<file path="src/rtl/pulse_train_gen.sv">
// Pulse train generator: trigger -> optional start delay -> N pulses of width W, period P.
// Latency: with zero delay, O_pulse rises in the cycle right after the accepting edge.
// Flow: triggers are accepted only in IDLE (not queued); I_abort cancels a running train.
module pulse_train_gen #(
  parameter int CNT_W = 16,
  parameter int NUM_W = 8
) (
  input  logic             I_clk,
  input  logic             I_rst,
  input  logic             I_trig,
  input  logic [CNT_W-1:0] I_delay,
  input  logic [CNT_W-1:0] I_width,
  input  logic [CNT_W-1:0] I_period,
  input  logic [NUM_W-1:0] I_count,
  input  logic             I_abort,
  output logic             O_pulse,
  output logic             O_busy,
  output logic             O_done
);

  typedef enum logic [1:0] {IDLE, DELAY, HIGH, LOW} state_t;

  state_t           state;
  logic [CNT_W-1:0] cnt;      // phase down-counter, holds (remaining cycles - 1)
  logic [CNT_W-1:0] w_m1;     // latched high time minus one
  logic [CNT_W-1:0] low_m1;   // latched low time minus one
  logic [NUM_W-1:0] num;      // pulses still to be emitted, including the current one

  logic [CNT_W-1:0] w_clamp;
  logic [CNT_W-1:0] w_m1_in;
  logic [CNT_W-1:0] low_m1_in;
  logic [NUM_W-1:0] n_in;

  // Clamp the configuration before latching. The low phase is stored as P-W-1
  // rather than P itself, so P=W+1 never needs a counter wider than CNT_W bits.
  always_comb begin
    w_clamp   = (I_width == '0) ? CNT_W'(1) : I_width;
    w_m1_in   = w_clamp - CNT_W'(1);
    low_m1_in = '0;
    if (I_period > w_clamp) begin
      low_m1_in = I_period - w_clamp - CNT_W'(1);
    end
    n_in      = (I_count == '0) ? NUM_W'(1) : I_count;
  end

  // Phase sequencer with registered outputs.
  always_ff @(posedge I_clk) begin
    if (I_rst) begin
      state   <= IDLE;
      cnt     <= '0;
      w_m1    <= '0;
      low_m1  <= '0;
      num     <= '0;
      O_pulse <= 1'b0;
      O_busy  <= 1'b0;
      O_done  <= 1'b0;
    end else begin
      O_done <= 1'b0;
      if (state != IDLE && I_abort) begin
        state   <= IDLE;
        cnt     <= '0;
        num     <= '0;
        O_pulse <= 1'b0;
        O_busy  <= 1'b0;
      end else begin
        case (state)
          IDLE: begin
            // Abort in the same cycle as a trigger drops the trigger.
            if (I_trig && !I_abort) begin
              w_m1   <= w_m1_in;
              low_m1 <= low_m1_in;
              num    <= n_in;
              O_busy <= 1'b1;
              if (I_delay == '0) begin
                state   <= HIGH;
                cnt     <= w_m1_in;
                O_pulse <= 1'b1;
              end else begin
                state <= DELAY;
                cnt   <= I_delay - CNT_W'(1);
              end
            end
          end
          DELAY: begin
            if (cnt == '0) begin
              state   <= HIGH;
              cnt     <= w_m1;
              O_pulse <= 1'b1;
            end else begin
              cnt <= cnt - CNT_W'(1);
            end
          end
          HIGH: begin
            if (cnt == '0) begin
              O_pulse <= 1'b0;
              num     <= num - NUM_W'(1);
              if (num <= NUM_W'(1)) begin
                state  <= IDLE;
                O_busy <= 1'b0;
                O_done <= 1'b1;
              end else begin
                state <= LOW;
                cnt   <= low_m1;
              end
            end else begin
              cnt <= cnt - CNT_W'(1);
            end
          end
          LOW: begin
            if (cnt == '0) begin
              state   <= HIGH;
              cnt     <= w_m1;
              O_pulse <= 1'b1;
            end else begin
              cnt <= cnt - CNT_W'(1);
            end
          end
          default: begin
            state <= IDLE;
          end
        endcase
      end
    end
  end

endmodule

</file>
<file path="config.mk">
export PLATFORM = sky130hd
export DESIGN_NAME = pulse_train_gen
export DESIGN_NICKNAME = d
export VERILOG_FILES = /design/src/rtl/pulse_train_gen.sv
export SDC_FILE = /design/constraint.sdc
export NUM_CORES = 1
export LEC_CHECK = 0
export BUFFER_PORTS_ARGS = -buffer_cell sky130_fd_sc_hd__buf_2
export CAP_MARGIN = 20
export CELL_PAD_IN_SITES_DETAIL_PLACEMENT = 1
export CELL_PAD_IN_SITES_GLOBAL_PLACEMENT = 2
export CORE_MARGIN = 2
export CORE_UTILIZATION = 36
export CTS_CLUSTER_DIAMETER = 80
export DETAILED_ROUTE_END_ITERATION = 10
export PLACE_DENSITY = 0.84
export SYNTH_ARGS = -nofsm -noshare
export SYNTH_HDL_FRONTEND = slang
export SYNTH_SLANG_ARGS = --single-unit
</file>
<file path="constraint.sdc">
create_clock -name I_clk -period 6.5 [get_ports I_clk]
set_clock_uncertainty 0.2 [all_clocks]
set_input_delay 0.975 -clock I_clk [delete_from_list [all_inputs] [get_ports I_clk]]
set_output_delay 0.975 -clock I_clk [all_outputs]
set_load 0.01 [all_outputs]
</file>
==> impl_results.html <==
<table>
<tr><th>Metric</th><th>Value</th></tr>
<tr><th colspan="2">Logic synthesis</th></tr>
<tr><td>Async SR Flop Fraction</td><td>0</td></tr>
<tr><td>Count of unique library cells instantiated by Yosys</td><td>61</td></tr>
<tr><td>Synthesized area per cell</td><td>7.236 sq um</td></tr>
<tr><td>Number of enable-type register cells in the synthesized netlist</td><td>0</td></tr>
<tr><td>Count of yosys warnings during synthesis</td><td>0</td></tr>
<tr><td>Proportion of synthesized chip area in sequential cells</td><td>0.2592</td></tr>
<tr><td>Number of standard cells after synthesis</td><td>651</td></tr>
<tr><td>Cell area after synthesis</td><td>4711 sq um</td></tr>
<tr><td>#FFs+latches synth</td><td>61</td></tr>
<tr><td>Most used DFF post-synth</td><td>dfxtp_1</td></tr>
<tr><td>Total nets after synthesis</td><td>737</td></tr>
<tr><th colspan="2">Clock tree</th></tr>
<tr><td>Clk Latency, worst-skew pair</td><td>0.33 ns</td></tr>
<tr><td>Number of buffers added by the clock tree synthesis step</td><td>9</td></tr>
<tr><td>CTS Sinks</td><td>61</td></tr>
<tr><td>Setup fix buffers added after clock tree synthesis</td><td>0</td></tr>
<tr><td>H-tree lvl count</td><td>3</td></tr>
<tr><td>Cells resized by post-CTS repair</td><td>0</td></tr>
<tr><td>Clk buf depth</td><td>2</td></tr>
<tr><td>Clock input transition at the sequential cells of the worst setup and hold paths</td><td>0.05 ns</td></tr>
<tr><td>Cell at the root of the clock tree</td><td>clkbuf_16</td></tr>
<tr><td>Clock tree from TritonCTS</td><td>yes</td></tr>
<tr><td>Number of buffers inserted for hold repair after clock tree synthesis</td><td>0</td></tr>
<tr><th colspan="2">Final layout</th></tr>
<tr><td>Most frequent standard cell in the layout excluding fill and tap cells</td><td>nor2_1</td></tr>
<tr><td>Total area of sequential cells</td><td>1221 sq um</td></tr>
<tr><td>Antenna Diode Count</td><td>0</td></tr>
<tr><td>Proportion of layout cells with a drive suffix above 1</td><td>0.1396</td></tr>
<tr><td>Final core utilization</td><td>0.4276</td></tr>
<tr><td>Multi-input logic area</td><td>3227 sq um</td></tr>
<tr><td>Filler cell count</td><td>1,672</td></tr>
<tr><td>Net count reported at finish</td><td>784</td></tr>
<tr><td>Area overhead of the layout relative to synthesis</td><td>15.48%</td></tr>
<tr><td>Commonest cells after routing, fill and taps aside</td><td>nor2_1 (80), buf_2 (62), dfxtp_1 (61), nand2_1 (57), o21ai_0 (50)</td></tr>
<tr><th colspan="2">Timing</th></tr>
<tr><td>Hold Violations, Final</td><td>0</td></tr>
<tr><td>Fmax</td><td>0.2366 GHz</td></tr>
<tr><td>RSZ-0062 raised after global routing</td><td>no</td></tr>
<tr><td>Ratio of final minimum period to clock period</td><td>0.6503</td></tr>
<tr><td>Headroom to the max-slew limit</td><td>0.5206</td></tr>
<tr><td>Actual slew at the worst max-slew pin</td><td>0.7174 ns</td></tr>
<tr><td>Number of failing setup endpoints in the final timing report</td><td>0</td></tr>
<tr><td>Final setup TNS</td><td>0 ns</td></tr>
<tr><td>Max-slew violations</td><td>0</td></tr>
<tr><td>Clock period minus worst slack</td><td>4.227 ns</td></tr>
<tr><th colspan="2">Die</th></tr>
<tr><td>Initial cell density of the core</td><td>0.3703</td></tr>
<tr><td>Die boundary width</td><td>118.4 um</td></tr>
<tr><td>Core area</td><td>12,720 sq um</td></tr>
<tr><td>Die outline height</td><td>118.4 um</td></tr>
<tr><td>I/O pin total</td><td>63</td></tr>
<tr><td>Die area</td><td>14,020 sq um</td></tr>
<tr><td>Row Count</td><td>41</td></tr>
<tr><th colspan="2">Setup path</th></tr>
<tr><td>Flop2flop setup slack</td><td>2.92 ns</td></tr>
<tr><td>CP cell instances</td><td>buf_2 -&gt; or3_1 -&gt; nor4_2 -&gt; and2_1 -&gt; a21o_1 -&gt; inv_2 -&gt; ha_1 -&gt; inv_1 -&gt; fa_1 -&gt; nand3b_1 -&gt; a21oi_1 -&gt; o21ai_0 -&gt; a21boi_0 -&gt; or3_1 -&gt; a32oi_1 -&gt; nor2_1</td></tr>
<tr><td>Crit Path Category</td><td>in -&gt; reg</td></tr>
<tr><td>Max stage delay cell, worst path</td><td>or3_1</td></tr>
<tr><td>Reg2Reg Depth</td><td>7</td></tr>
<tr><td>Critical Path Sink Type</td><td>flop</td></tr>
<tr><td>RR Startpoint</td><td>cnt[2]$_SDFFE_PP0P_</td></tr>
<tr><td>Critical Path Source Type</td><td>input pin</td></tr>
<tr><td>Cell with the most instances on the worst path</td><td>or3_1</td></tr>
<tr><td>Crit path required time</td><td>6.49 ns</td></tr>
<tr><td>Crit path from</td><td>I_width[11]</td></tr>
<tr><td>Max stage delay on crit path</td><td>0.46 ns</td></tr>
<tr><td>Critical Path End</td><td>low_m1[10]$_SDFFE_PP0P_</td></tr>
<tr><td>Critical R2R Capture</td><td>cnt[5]$_SDFFE_PP0P_</td></tr>
<tr><td>Maximum fanout along the worst path</td><td>5</td></tr>
<tr><td>Arrival time of data at the critical path endpoint</td><td>4.21 ns</td></tr>
<tr><th colspan="2">Routing</th></tr>
<tr><td>Count of vias placed by the detailed router</td><td>5,079</td></tr>
<tr><td>First-iteration detailed-routing DRC count</td><td>297</td></tr>
<tr><td>DRT Wirelength</td><td>16.55 mm</td></tr>
<tr><td>Final routed DRC violation total</td><td>0</td></tr>
<tr><td>Vias per cell</td><td>5.811</td></tr>
<tr><td>1st-pass router iterations</td><td>6</td></tr>
<tr><td>Antenna violation net count after detailed routing</td><td>0</td></tr>
<tr><td>Wire per inst</td><td>18.93 um</td></tr>
<tr><th colspan="2">GRT</th></tr>
<tr><td>Number of global-route vias before repair</td><td>4,945</td></tr>
<tr><td>Sum of overflow across all layers after global routing</td><td>0</td></tr>
<tr><td>Largest net degree at the start of global routing</td><td>35</td></tr>
<tr><td>Gr usage total</td><td>0.2347</td></tr>
<tr><td>Initial antenna violation count</td><td>0</td></tr>
<tr><td>Global-route wire length before repair</td><td>26.34 mm</td></tr>
<tr><th colspan="2">Power</th></tr>
<tr><td>Worst supply voltage drop on vdd</td><td>0.1267 mV</td></tr>
<tr><td>Power density of the placed cells</td><td>259.9 nW/um^2</td></tr>
<tr><td>Final total power</td><td>0.001414 W</td></tr>
<tr><td>LEAKAGE</td><td>2.164 nW</td></tr>
<tr><th colspan="2">Worst hold path</th></tr>
<tr><td>Hold Path Class</td><td>reg -&gt; reg</td></tr>
<tr><th colspan="2">Placement</th></tr>
<tr><td>Half-perimeter wire length of the detailed placement result</td><td>12.73 mm</td></tr>
<tr><td>Routability cong.</td><td>0.8756</td></tr>
<tr><td>Port Buf Inserts</td><td>62</td></tr>
<tr><th colspan="2">Flow run</th></tr>
<tr><td>Number of max-capacitance violations reported</td><td>0</td></tr>
<tr><th colspan="2">Run status</th></tr>
<tr><td>Run status</td><td>finished clean</td></tr>
</table>
worst min path at each step:
stage                                  from                       to  depth (start not counted)
finish                 w_m1[0]$_SDFFE_PP0P_     w_m1[0]$_SDFFE_PP0P_                          2
detailed placement     w_m1[0]$_SDFFE_PP0P_     w_m1[0]$_SDFFE_PP0P_                          2
global route           w_m1[4]$_SDFFE_PP0P_     w_m1[4]$_SDFFE_PP0P_                          2
CTS                    w_m1[0]$_SDFFE_PP0P_     w_m1[0]$_SDFFE_PP0P_                          2
global placement       w_m1[4]$_SDFFE_PP0P_     w_m1[4]$_SDFFE_PP0P_                          2
floorplan           low_m1[14]$_SDFFE_PP0P_  low_m1[14]$_SDFFE_PP0P_                          2
critical path: cells and delay by family:
family / cells / cell delay [ns]
AO/OA/AOI/OAI: 5 / 0.88
adder cells (fa/ha/maj): 2 / 0.42
buffers and inverters: 3 / 0.28
AND/OR/NAND/NOR: 6 / 1.67
layer usage:
metal | part of all wire | global-route usage | vias up
met1 | 0.49 | 0.3216 | 2467
li1 | - | - | 2484
met5 | 0 | 0 | -
met4 | 0.011 | 0.04464 | 0
met2 | 0.46 | 0.3916 | 115
met3 | 0.041 | 0.03716 | 13
cell usage after synthesis (7+ instances only):
| master | number | share of area |
|---|---|---|
| xnor2_1 | 23 | 0.043 |
| nor4_1 | 8 | 0.011 |
| inv_1 | 31 | 0.025 |
| a211oi_1 | 19 | 0.030 |
| xor2_1 | 8 | 0.015 |
| a31oi_1 | 13 | 0.017 |
| nor2_1 | 80 | 0.064 |
| nor3_1 | 22 | 0.023 |
| clkbuf_1 | 27 | 0.022 |
| dfxtp_1 | 61 | 0.26 |
| a21oi_1 | 49 | 0.052 |
| nand4_1 | 7 | 0.0093 |
| o21ai_1 | 13 | 0.014 |
| a22oi_1 | 18 | 0.029 |
| nand3_1 | 19 | 0.020 |
| or3_1 | 8 | 0.011 |
| nand2_1 | 57 | 0.045 |
| o21ai_0 | 50 | 0.053 |
| o211ai_1 | 12 | 0.019 |
| ha_1 | 25 | 0.066 |
| a21o_1 | 9 | 0.014 |
report_power, final:
| part | total [W] | switching (W) | internal (W) |
|---|---|---|---|
| clock | 0.000447 | 0.000161 | 0.000286 |
| combinational | 0.000508 | 0.000322 | 0.000186 |
| sequential | 0.000458 | 0.0000452 | 0.000413 |
| total | 0.00141 | 0.000528 | 0.000886 |
metrics by stage:
step | area, sq um | hold WS [ns] | cells | setup WS (ns)
finish | 5440 | 0.2651 | 874 | 2.273
global route | 5440 | 0.3031 | 874 | 2.048
CTS | 5418 | 0.2692 | 872 | 2.283
detailed placement | 5139 | 0.2626 | 857 | 1.973
global placement | 5131 | 0.2490 | 856 | 2.101
floorplan | 4711 | 0.2332 | 651 | 2.607
cells by family (layout without fill, tap and decap cells):
logic type      after synthesis  count (layout)  synth area share
buf+inv                      66             117           0.05578
flops                        61              61            0.2592
mux                           4               4          0.008500
simple gates                242             242            0.2494
fa+ha+maj                    26              26           0.07065
compound gates              221             221            0.2988
xor+xnor                     31              31           0.05764
sequential cells by signal (all words and copies together) (netlist names):
name and flops:
O_busy 1, O_done 1, O_pulse 1, cnt 16, low_m1 16, num 8, state 2, w_m1 16
layout make-up:
class / count / area share
inverter: 32 / 0.02208
sequential: 61 / 0.2245
clock inverter: 1 / 0.0009200
timing repair buffer: 70 / 0.06946
tap: 172 / 0.03956
clock buffer: 14 / 0.05037
multi-input combinational: 524 / 0.5931
Power figures use the tool's default switching activity.
